[src/rtl/uart_tx_arbiter.sv]
// uart_tx_arbiter: round-robin sharing of one UART transmitter with packet lock and lock timeout
module uart_tx_arbiter #(
  parameter int NUM_REQ = 4,
  parameter int LOCK_TIMEOUT = 1024
) (
  input  logic                   clk,
  input  logic                   rst,
  input  logic [NUM_REQ-1:0]     req_valid,
  input  logic [8*NUM_REQ-1:0]   req_data,
  input  logic [NUM_REQ-1:0]     req_last,
  output logic [NUM_REQ-1:0]     req_ack,
  output logic [NUM_REQ-1:0]     grant,
  output logic                   uart_tx_load,
  output logic [7:0]             uart_tx_data,
  input  logic                   uart_tx_ready,
  output logic                   busy
);
  localparam int IW = NUM_REQ > 1 ? $clog2(NUM_REQ) : 1;
  localparam int CW = LOCK_TIMEOUT > 1 ? $clog2(LOCK_TIMEOUT) : 1;
  localparam int TOM = LOCK_TIMEOUT > 0 ? LOCK_TIMEOUT - 1 : 0;
  typedef enum logic [1:0] {IDLE, LOAD, GUARD, WAIT} state_t;
  state_t state, state_n;
  logic [IW-1:0] rr_ptr, owner, sel, idx, owner_inc;
  logic [CW-1:0] cnt;
  logic found, go, lock, last_q, stale;
  always_comb begin
    sel = '0;
    idx = '0;
    found = 1'b0;
    if (lock) begin
      sel = owner;
      found = req_valid[owner];
    end else begin
      for (int i = 0; i < NUM_REQ; i++) begin
        idx = IW'((int'(rr_ptr) + i) % NUM_REQ);
        if (!found && req_valid[idx]) begin
          found = 1'b1;
          sel = idx;
        end
      end
    end
  end
  assign owner_inc = owner == IW'(NUM_REQ - 1) ? '0 : owner + 1'b1;
  assign go = state == IDLE && uart_tx_ready && found;
  assign stale = LOCK_TIMEOUT != 0 && state == IDLE && lock && !req_valid[owner];
  always_comb begin
    state_n = state == IDLE  ? (go ? LOAD : IDLE) :
              state == LOAD  ? GUARD :
              state == GUARD ? WAIT :
              (uart_tx_ready ? IDLE : WAIT);
  end
  always_ff @(posedge clk) begin
    if (rst) begin
      state <= IDLE;
      req_ack <= '0;
      grant <= '0;
      uart_tx_load <= 1'b0;
      uart_tx_data <= 8'h00;
      busy <= 1'b0;
      rr_ptr <= '0;
      owner <= '0;
      lock <= 1'b0;
      last_q <= 1'b0;
      cnt <= '0;
    end else begin
      state <= state_n;
      busy <= state_n != IDLE;
      uart_tx_load <= go;
      req_ack <= go ? NUM_REQ'(1) << sel : '0;
      if (go) begin
        owner <= sel;
        uart_tx_data <= req_data[{sel, 3'b000} +: 8];
        last_q <= req_last[sel];
        grant <= NUM_REQ'(1) << sel;
      end
      if (state == LOAD) begin
        lock <= !last_q;
        cnt <= '0;
        if (last_q) rr_ptr <= owner_inc;
      end
      if (state == WAIT && uart_tx_ready && !lock) grant <= '0;
      if (stale) begin
        if (cnt == CW'(TOM)) begin
          lock <= 1'b0;
          grant <= '0;
          rr_ptr <= owner_inc;
          cnt <= '0;
        end else begin
          cnt <= cnt + 1'b1;
        end
      end
    end
  end
endmodule

[config.mk]
export PLATFORM = sky130hd
export DESIGN_NAME = uart_tx_arbiter
export DESIGN_NICKNAME = d
export VERILOG_FILES = /design/src/rtl/uart_tx_arbiter.sv
export SDC_FILE = /design/constraint.sdc
export NUM_CORES = 1
export LEC_CHECK = 0
export ABC_CLOCK_PERIOD_IN_PS = 1800
export CAP_MARGIN = 30
export CORE_ASPECT_RATIO = 1.75
export CORE_UTILIZATION = 43
export CTS_BUF_LIST = sky130_fd_sc_hd__clkbuf_8
export DETAILED_ROUTE_END_ITERATION = 8
export GPL_TIMING_DRIVEN = 1
export HOLD_SLACK_MARGIN = 0.15
export PLACE_DENSITY = 0.77
export RECOVER_POWER = 100
export SYNTH_ARGS = -nofsm -noshare
export SYNTH_HDL_FRONTEND = slang
export SYNTH_SLANG_ARGS = --single-unit
export TNS_END_PERCENT = 30
[constraint.sdc]
create_clock -name clk -period 1.8 [get_ports clk]
set_input_delay 0.27 -clock clk [delete_from_list [all_inputs] [get_ports clk]]
set_output_delay 0.27 -clock clk [all_outputs]
set_load 0.02 [all_outputs]
==> impl_metrics.env, run 1 <==
export IMPL_n_antenna_cell=0
export IMPL_yosysMostFrequentCell="dfxtp_1"
export IMPL_crit_fanout=4
export IMPL_initial_core_util=0.451
export IMPL_cts_htree_levels=2
export IMPL_cp_data_arrival_time_ns=2.16
export IMPL_clock_path_buffers=2
export IMPL_syn_num_nets=285
export IMPL_clk_latency_ns=0.29
export IMPL_cts_tree="done"
export IMPL_dpl_hpwl_um=4670
export IMPL_wl_per_cell_um=17.0
export IMPL_critPathRequiredTime_ns=2.03
export IMPL_slowest_stage="mux4_2"
export IMPL_cap_viol_max_count=0
export IMPL_finClkSkew_ns=0.0111
export IMPL_slowest_delay_ns=0.57
export IMPL_drcViolationCount=0
export IMPL_netlist_instances=240
export IMPL_fillCellCount=352
export IMPL_maxSlewHeadroom=0.536
export IMPL_violations="setup timing"
export IMPL_cp_cell_sequence="mux4_2 -> nor4_4 -> nand2b_2 -> or4b_1 -> a21oi_1"
export IMPL_antenna_found_initial=0
export IMPL_pwr_density_cell_nw_per_um2=688
export IMPL_rows=32
export IMPL_hold_viol=0
export IMPL_drtIter0Drc=62
export IMPL_synth_area_top_cells="dfxtp_1, a221oi_1, and2_1, a21oi_1, o211ai_1"
export IMPL_dr_pass1_iters=4
export IMPL_cts_sinks=36
export IMPL_syn2layout_area_growth_pct=59.4
export IMPL_preCtsSetupSlack_ns=-0.508
export IMPL_cts_root_buf="clkbuf_8"
export IMPL_worstSetupPathType="reg -> reg"
export IMPL_worst_setup_path_end_kind="flop"
export IMPL_fp_dieArea_um2=4950
export IMPL_grt_pass1_wl_um=10400
export IMPL_hold_buffers=0
export IMPL_synth_flop_cell="dfxtp_1"
export IMPL_cp_start_kind="flop"
export IMPL_yosysTopAreaCellShare=0.359
export IMPL_ys_async_sr_fraction=0
export IMPL_num_nets_final=374
export IMPL_drive_gt1_frac=0.225
export IMPL_grt_max_degree=21
export IMPL_finalSetupViolations=7
export IMPL_ys_warn_count=0
export IMPL_fp_coreArea_um2=4440
export IMPL_postRouteAntennaNets=0
export IMPL_grt_overflow=0
export IMPL_synth_top_cells_by_count="dfxtp_1, and2_1, a21oi_1, a221oi_1, o21ai_0"
export IMPL_via_count=2332
export IMPL_wirelength_um=6480
export IMPL_grt_pass1_vias=2367
export IMPL_portBuffers=60
export IMPL_hold_class="reg -> reg"
export IMPL_min_period_ns=1.93
export IMPL_track_usage=0.283
export IMPL_cp_top_family="simple AND/OR/NAND/NOR gates"
export IMPL_synth_seq_cells=36
export IMPL_layout_setup_ws_ns=-0.126
export IMPL_status="finished with violations"
export IMPL_rsz0062_at_grt="yes"
export IMPL_max_clock_freq_ghz=0.519
export IMPL_mappedNetlistArea_um2=2010
export IMPL_crit_buf_inv=0
export IMPL_post_route_util=0.719
export IMPL_finalSetupTns_ns=-0.388
export IMPL_drv_slew=0
export IMPL_fin_crit_sh=1.07
export IMPL_yosysTopAreaCell="dfxtp_1"
export IMPL_synth_edf_count=0
export IMPL_yosysUniqueCellTypes=41
export IMPL_cts_buffers=5
export IMPL_path_clk_slew_ns=0.08
export IMPL_yosysSeqAreaShare=0.359
export IMPL_syn_avg_cell_area_um2=8.36
export IMPL_holdWs_ns=0.484
export IMPL_p_leak_nw=1.20
export IMPL_vdd_drop_max_uv=578
export IMPL_worst_pin_slew_ns=0.692
export IMPL_dieHeight_um=92.3
export IMPL_io_pins=61
export IMPL_vias_per_cell=6.14
export IMPL_die_w_um=53.6
export IMPL_finalWeightedCongestion=0.827
==> state kept, by name, summed over array words and instances (netlist names) <==
register,count
req_ack,4
rr_ptr,2
busy,1
cnt,10
lock,1
last_q,1
uart_tx_load,1
uart_tx_data,8
grant,4
state,2
owner,2
==> final timing paths <==
check	start	slack, ns	end	depth (start not counted)
setup / recovery	owner[1]	-0.13	cnt[7]	5
hold / removal	grant[0]	0.48	grant[0]	2
setup reg to reg	owner[1]	-0.13	cnt[7]	5
hold reg to reg	grant[0]	0.48	grant[0]	2
==> layer usage <==
metal	up-vias	wire, µm	part of all wire	GRT usage
met5	-	0	0	0
met2	68	3840	0.59	0.526
met1	1141	2240	0.35	0.264
met4	0	187	0.029	0.158
met3	18	210	0.032	0.0591
li1	1105	-	-	-
==> metrics by stage <==
step | cell area [µm²] | cells | power, W
floorplan | 2030 | 240 | 0.00126
global placement | 2890 | 366 | 0.00159
detailed placement | 2890 | 366 | 0.00160
CTS | 3040 | 376 | 0.00217
global route | 3200 | 380 | 0.00231
finish | 3200 | 380 | 0.00220
==> cell type report <==
class | count | area, µm² | share of cell area
multi-input combinational | 184 | 1360 | 0.426
timing repair buffer | 97 | 951 | 0.297
sequential | 36 | 724 | 0.227
clock buffer | 5 | 68.8 | 0.0215
tap | 51 | 63.8 | 0.0200
inverter | 5 | 18.8 | 0.00587
clock inverter | 2 | 8.76 | 0.00274
==> what timing repair did <==
action,CTS,global route
setup endpoints to repair,33,32
cloned,1,1
gates resized for setup,15,29
pin swaps,3,19
endpoints found under the hold margin,0,0
setup buffers,2,3
==> kinds of logic (layout without fill, tap and decap cells) <==
group / after synthesis / after routing / synth area share
AO/OA/AOI/OAI: 85 / 85 / 0.292
adder cells (fa/ha/maj): 2 / 2 / 0.0125
buffers and inverters: 21 / 109 / 0.0430
flip-flops: 36 / 36 / 0.359
multiplexers: 4 / 4 / 0.0324
AND/OR/NAND/NOR: 92 / 93 / 0.261
==> power breakdown <==
part	switching, W	internal (W)	total [W]
registers	0.0000449	0.000857	0.000902
clock network	0.000282	0.000257	0.000540
logic	0.000386	0.000373	0.000759
==> tightest hold or removal path: cells and delay by family (launching register included) <==
kind | cells | cell delay [ns]
DFF | 1 | 0.31
AOI/OAI and AO/OA | 2 | 0.13
==> placed cells by master (no fill, tap or decap), drive strengths merged, types with 2 or more instances in the layout <==
master / instances
mux4: 2
and3: 6
a221oi: 18
o31ai: 10
clkinv: 2
ha: 2
nand4: 6
a31oi: 2
nand2: 11
dfxtp: 36
inv: 5
nand3b: 3
nand2b: 5
and2: 20
o21a: 2
dlygate4sd2: 3
clkdlybuf4s50: 37
nand3: 9
mux2i: 2
dlygate4sd3: 19
a21oi: 18
o21ai: 16
clkbuf: 6
or4b: 2
buf: 36
nor2b: 2
nor2: 13
nor3: 11
a311oi: 4
o211ai: 10
No activity file was read; power rests on OpenSTA's default activity.
==> run 2: changes to the inputs <==
--- a/config.mk
+++ b/config.mk
@@ -11,7 +11,6 @@
 export CORE_UTILIZATION = 43
 export CTS_BUF_LIST = sky130_fd_sc_hd__clkbuf_8
 export DETAILED_ROUTE_END_ITERATION = 8
-export GPL_TIMING_DRIVEN = 1
 export HOLD_SLACK_MARGIN = 0.15
 export PLACE_DENSITY = 0.77
 export RECOVER_POWER = 100
==> constraint.sdc (replaced) <==
create_clock -name clk -period 1.8 [get_ports clk]
set_input_delay 0.27 -clock clk [delete_from_list [all_inputs] [get_ports clk]]
set_output_delay 0.27 -clock clk [all_outputs]
set_load 0.1 [all_outputs]
==> run 2 against run 1 <==
Against the previous run:
- final cell count rose by 0.53%
- critical path depth did not move
- cell area fell by 4.1%
- the flow still finishes with violations (setup timing)
- non-clock buffer count rose by 1
- clock-buffer cell count did not move
- via count fell by 0.86%
- combinational power rose by 22%
- clock skew fell by 0.00063 ns
- largest cell class unchanged
- die area did not move
- wire length rose by 0.34%
- clock power rose by 8.0%
- register-to-register slack got worse by 0.02 ns
==> impl_metrics.env, run 2 (synthesized netlist as in run 1, its figures left out) <==
export IMPL_wl_per_cell_um=17.0
export IMPL_clock_path_buffers=2
export IMPL_finClkSkew_ns=0.0105
export IMPL_layout_setup_ws_ns=-0.149
export IMPL_syn2layout_area_growth_pct=52.9
export IMPL_grt_pass1_wl_um=9510
export IMPL_cap_viol_max_count=0
export IMPL_fp_coreArea_um2=4440
export IMPL_violations="setup timing"
export IMPL_holdPathEnd="grant[1]"
export IMPL_hold_class="reg -> reg"
export IMPL_vias_per_cell=6.05
export IMPL_grt_max_degree=21
export IMPL_placed_cell_area_um2=2850
export IMPL_max_clock_freq_ghz=0.513
export IMPL_post_route_util=0.690
export IMPL_min_delay_start="grant[1]"
export IMPL_rows=32
export IMPL_maxSlewHeadroom=0.626
export IMPL_fillCellCount=346
export IMPL_seqCellArea_um2=724
export IMPL_num_nets_final=375
export IMPL_top_regs="cnt x10, uart_tx_data x8"
export IMPL_worst_pin_slew_ns=0.564
export IMPL_n_antenna_cell=0
export IMPL_drv_slew=0
export IMPL_min_period_ns=1.95
export IMPL_postRouteAntennaNets=0
export IMPL_reg2reg_slack_ns=-0.15
export IMPL_dieHeight_um=92.3
export IMPL_antenna_found_initial=0
export IMPL_dr_pass1_iters=4
export IMPL_cts_sinks=36
export IMPL_multi_input_area_um2=1310
export IMPL_finalWeightedCongestion=0.866
export IMPL_dpl_hpwl_um=4570
export IMPL_crit_fanout=4
export IMPL_max_flop_register="cnt"
export IMPL_drive_gt1_frac=0.269
export IMPL_drcViolationCount=0
export IMPL_worstSetupPathType="reg -> reg"
export IMPL_largest_reg_flops=10
export IMPL_r2r_start="owner[1]"
export IMPL_clk_latency_ns=0.30
export IMPL_final_common_cell="clkdlybuf4s50_1"
export IMPL_track_usage=0.263
export IMPL_worst_setup_path_end_kind="flop"
export IMPL_p_leak_nw=1.15
export IMPL_cts_buffers=5
export IMPL_worstRegToRegCells=5
export IMPL_io_pins=61
export IMPL_cp_start_kind="flop"
export IMPL_hold_viol=0
export IMPL_fp_dieArea_um2=4950
export IMPL_critPathRequiredTime_ns=2.03
export IMPL_path_clk_slew_ns=0.08
export IMPL_pwr_density_cell_nw_per_um2=788
export IMPL_grt_overflow=0
export IMPL_portBuffers=60
export IMPL_status="finished with violations"
export IMPL_die_w_um=53.6
export IMPL_initial_core_util=0.451
export IMPL_cts_tree="done"
export IMPL_finalSetupViolations=8
export IMPL_wirelength_um=6500
export IMPL_stdcell_area_um2=3070
export IMPL_drtIter0Drc=45
export IMPL_cts_root_buf="clkbuf_8"
export IMPL_vdd_drop_max_uv=527
export IMPL_hold_buffers=0
export IMPL_r2r_end="cnt[7]"
export IMPL_grt_pass1_vias=2245
export IMPL_final_cell_mix="clkdlybuf4s50_1, dfxtp_1, buf_4"
export IMPL_rsz0062_at_grt="yes"
export IMPL_hold_path_depth=2
export IMPL_via_count=2312
export IMPL_cts_htree_levels=2
export IMPL_cp_data_arrival_time_ns=2.18
export IMPL_fin_crit_sh=1.08
run 2: cell count changes in the layout (fill, tap and decap cells not counted), sizes merged:
cell,previous run,this run
buf,36,37
clkbuf,6,24
clkdlybuf4s50,37,38
clkinv,2,4
dlygate4sd3,19,0
inv,5,4
run 2: worst max-delay path, cell delays in order (launching register included):
cell	delay (ns)
dfxtp_2	0.36
mux4_2	0.57
nor4_4	0.19
nand2b_2	0.10
or4b_1	0.50
a21oi_1	0.15
run 2: timing repair:
action / in CTS / in global routing
cloned: 1 / 3
endpoints found under the setup margin: 29 / 27
pin swaps: 5 / 8
endpoints found under the hold margin: 0 / 0
gates resized for setup: 14 / 21
buffers inserted: 0 / 4
run 2: area by class of cell:
cell class / instances / area share
clock buffers: 5 / 0.0224
clock inverters: 3 / 0.00612
inverters: 5 / 0.00612
multi-input cells: 184 / 0.428
flip-flops and latches: 36 / 0.236
well taps: 51 / 0.0208
repair buffers: 98 / 0.280
run 2: how the worst max path moves through the flow:
stage,start,to,slack (ns),cells after the start
4_1_cts,owner[1],cnt[7],-0.15,5
6_report,owner[1],cnt[7],-0.15,5
5_1_grt,owner[1],cnt[7],-0.21,5
3_5_place_dp,req_valid[0],cnt[7],-0.46,6
2_1_floorplan,owner[1],cnt[7],-0.15,5
3_3_place_gp,req_valid[0],cnt[7],-0.42,6
run 2: routing by layer:
layer / global-route usage / up-vias / part of all wire
li1: - / 1110 / -
met1: 0.235 / 1099 / 0.34
met2: 0.514 / 80 / 0.59
met3: 0.0345 / 23 / 0.032
met4: 0.143 / 0 / 0.038
met5: 0 / - / 0
run 2: power breakdown:
group	switching, W	total (W)	internal, W	leakage [nW]
Clock	0.000314	0.000583	0.000270	0.0479
Combinational	0.000590	0.000929	0.000339	0.805
Sequential	0.0000474	0.000904	0.000857	0.295
run 2: through the flow:
step / setup WS, ns / hold WS (ns) / setup TNS, ns / power, W / instances
2_1_floorplan: -0.150 / 0.456 / -0.354 / 0.00150 / 240
3_3_place_gp: -0.424 / 0.468 / -11.99 / 0.00181 / 366
3_5_place_dp: -0.456 / 0.474 / -12.90 / 0.00182 / 366
4_1_cts: -0.148 / 0.483 / -0.527 / 0.00242 / 375
5_1_grt: -0.209 / 0.518 / -1.91 / 0.00251 / 382
6_report: -0.149 / 0.482 / -0.605 / 0.00242 / 382
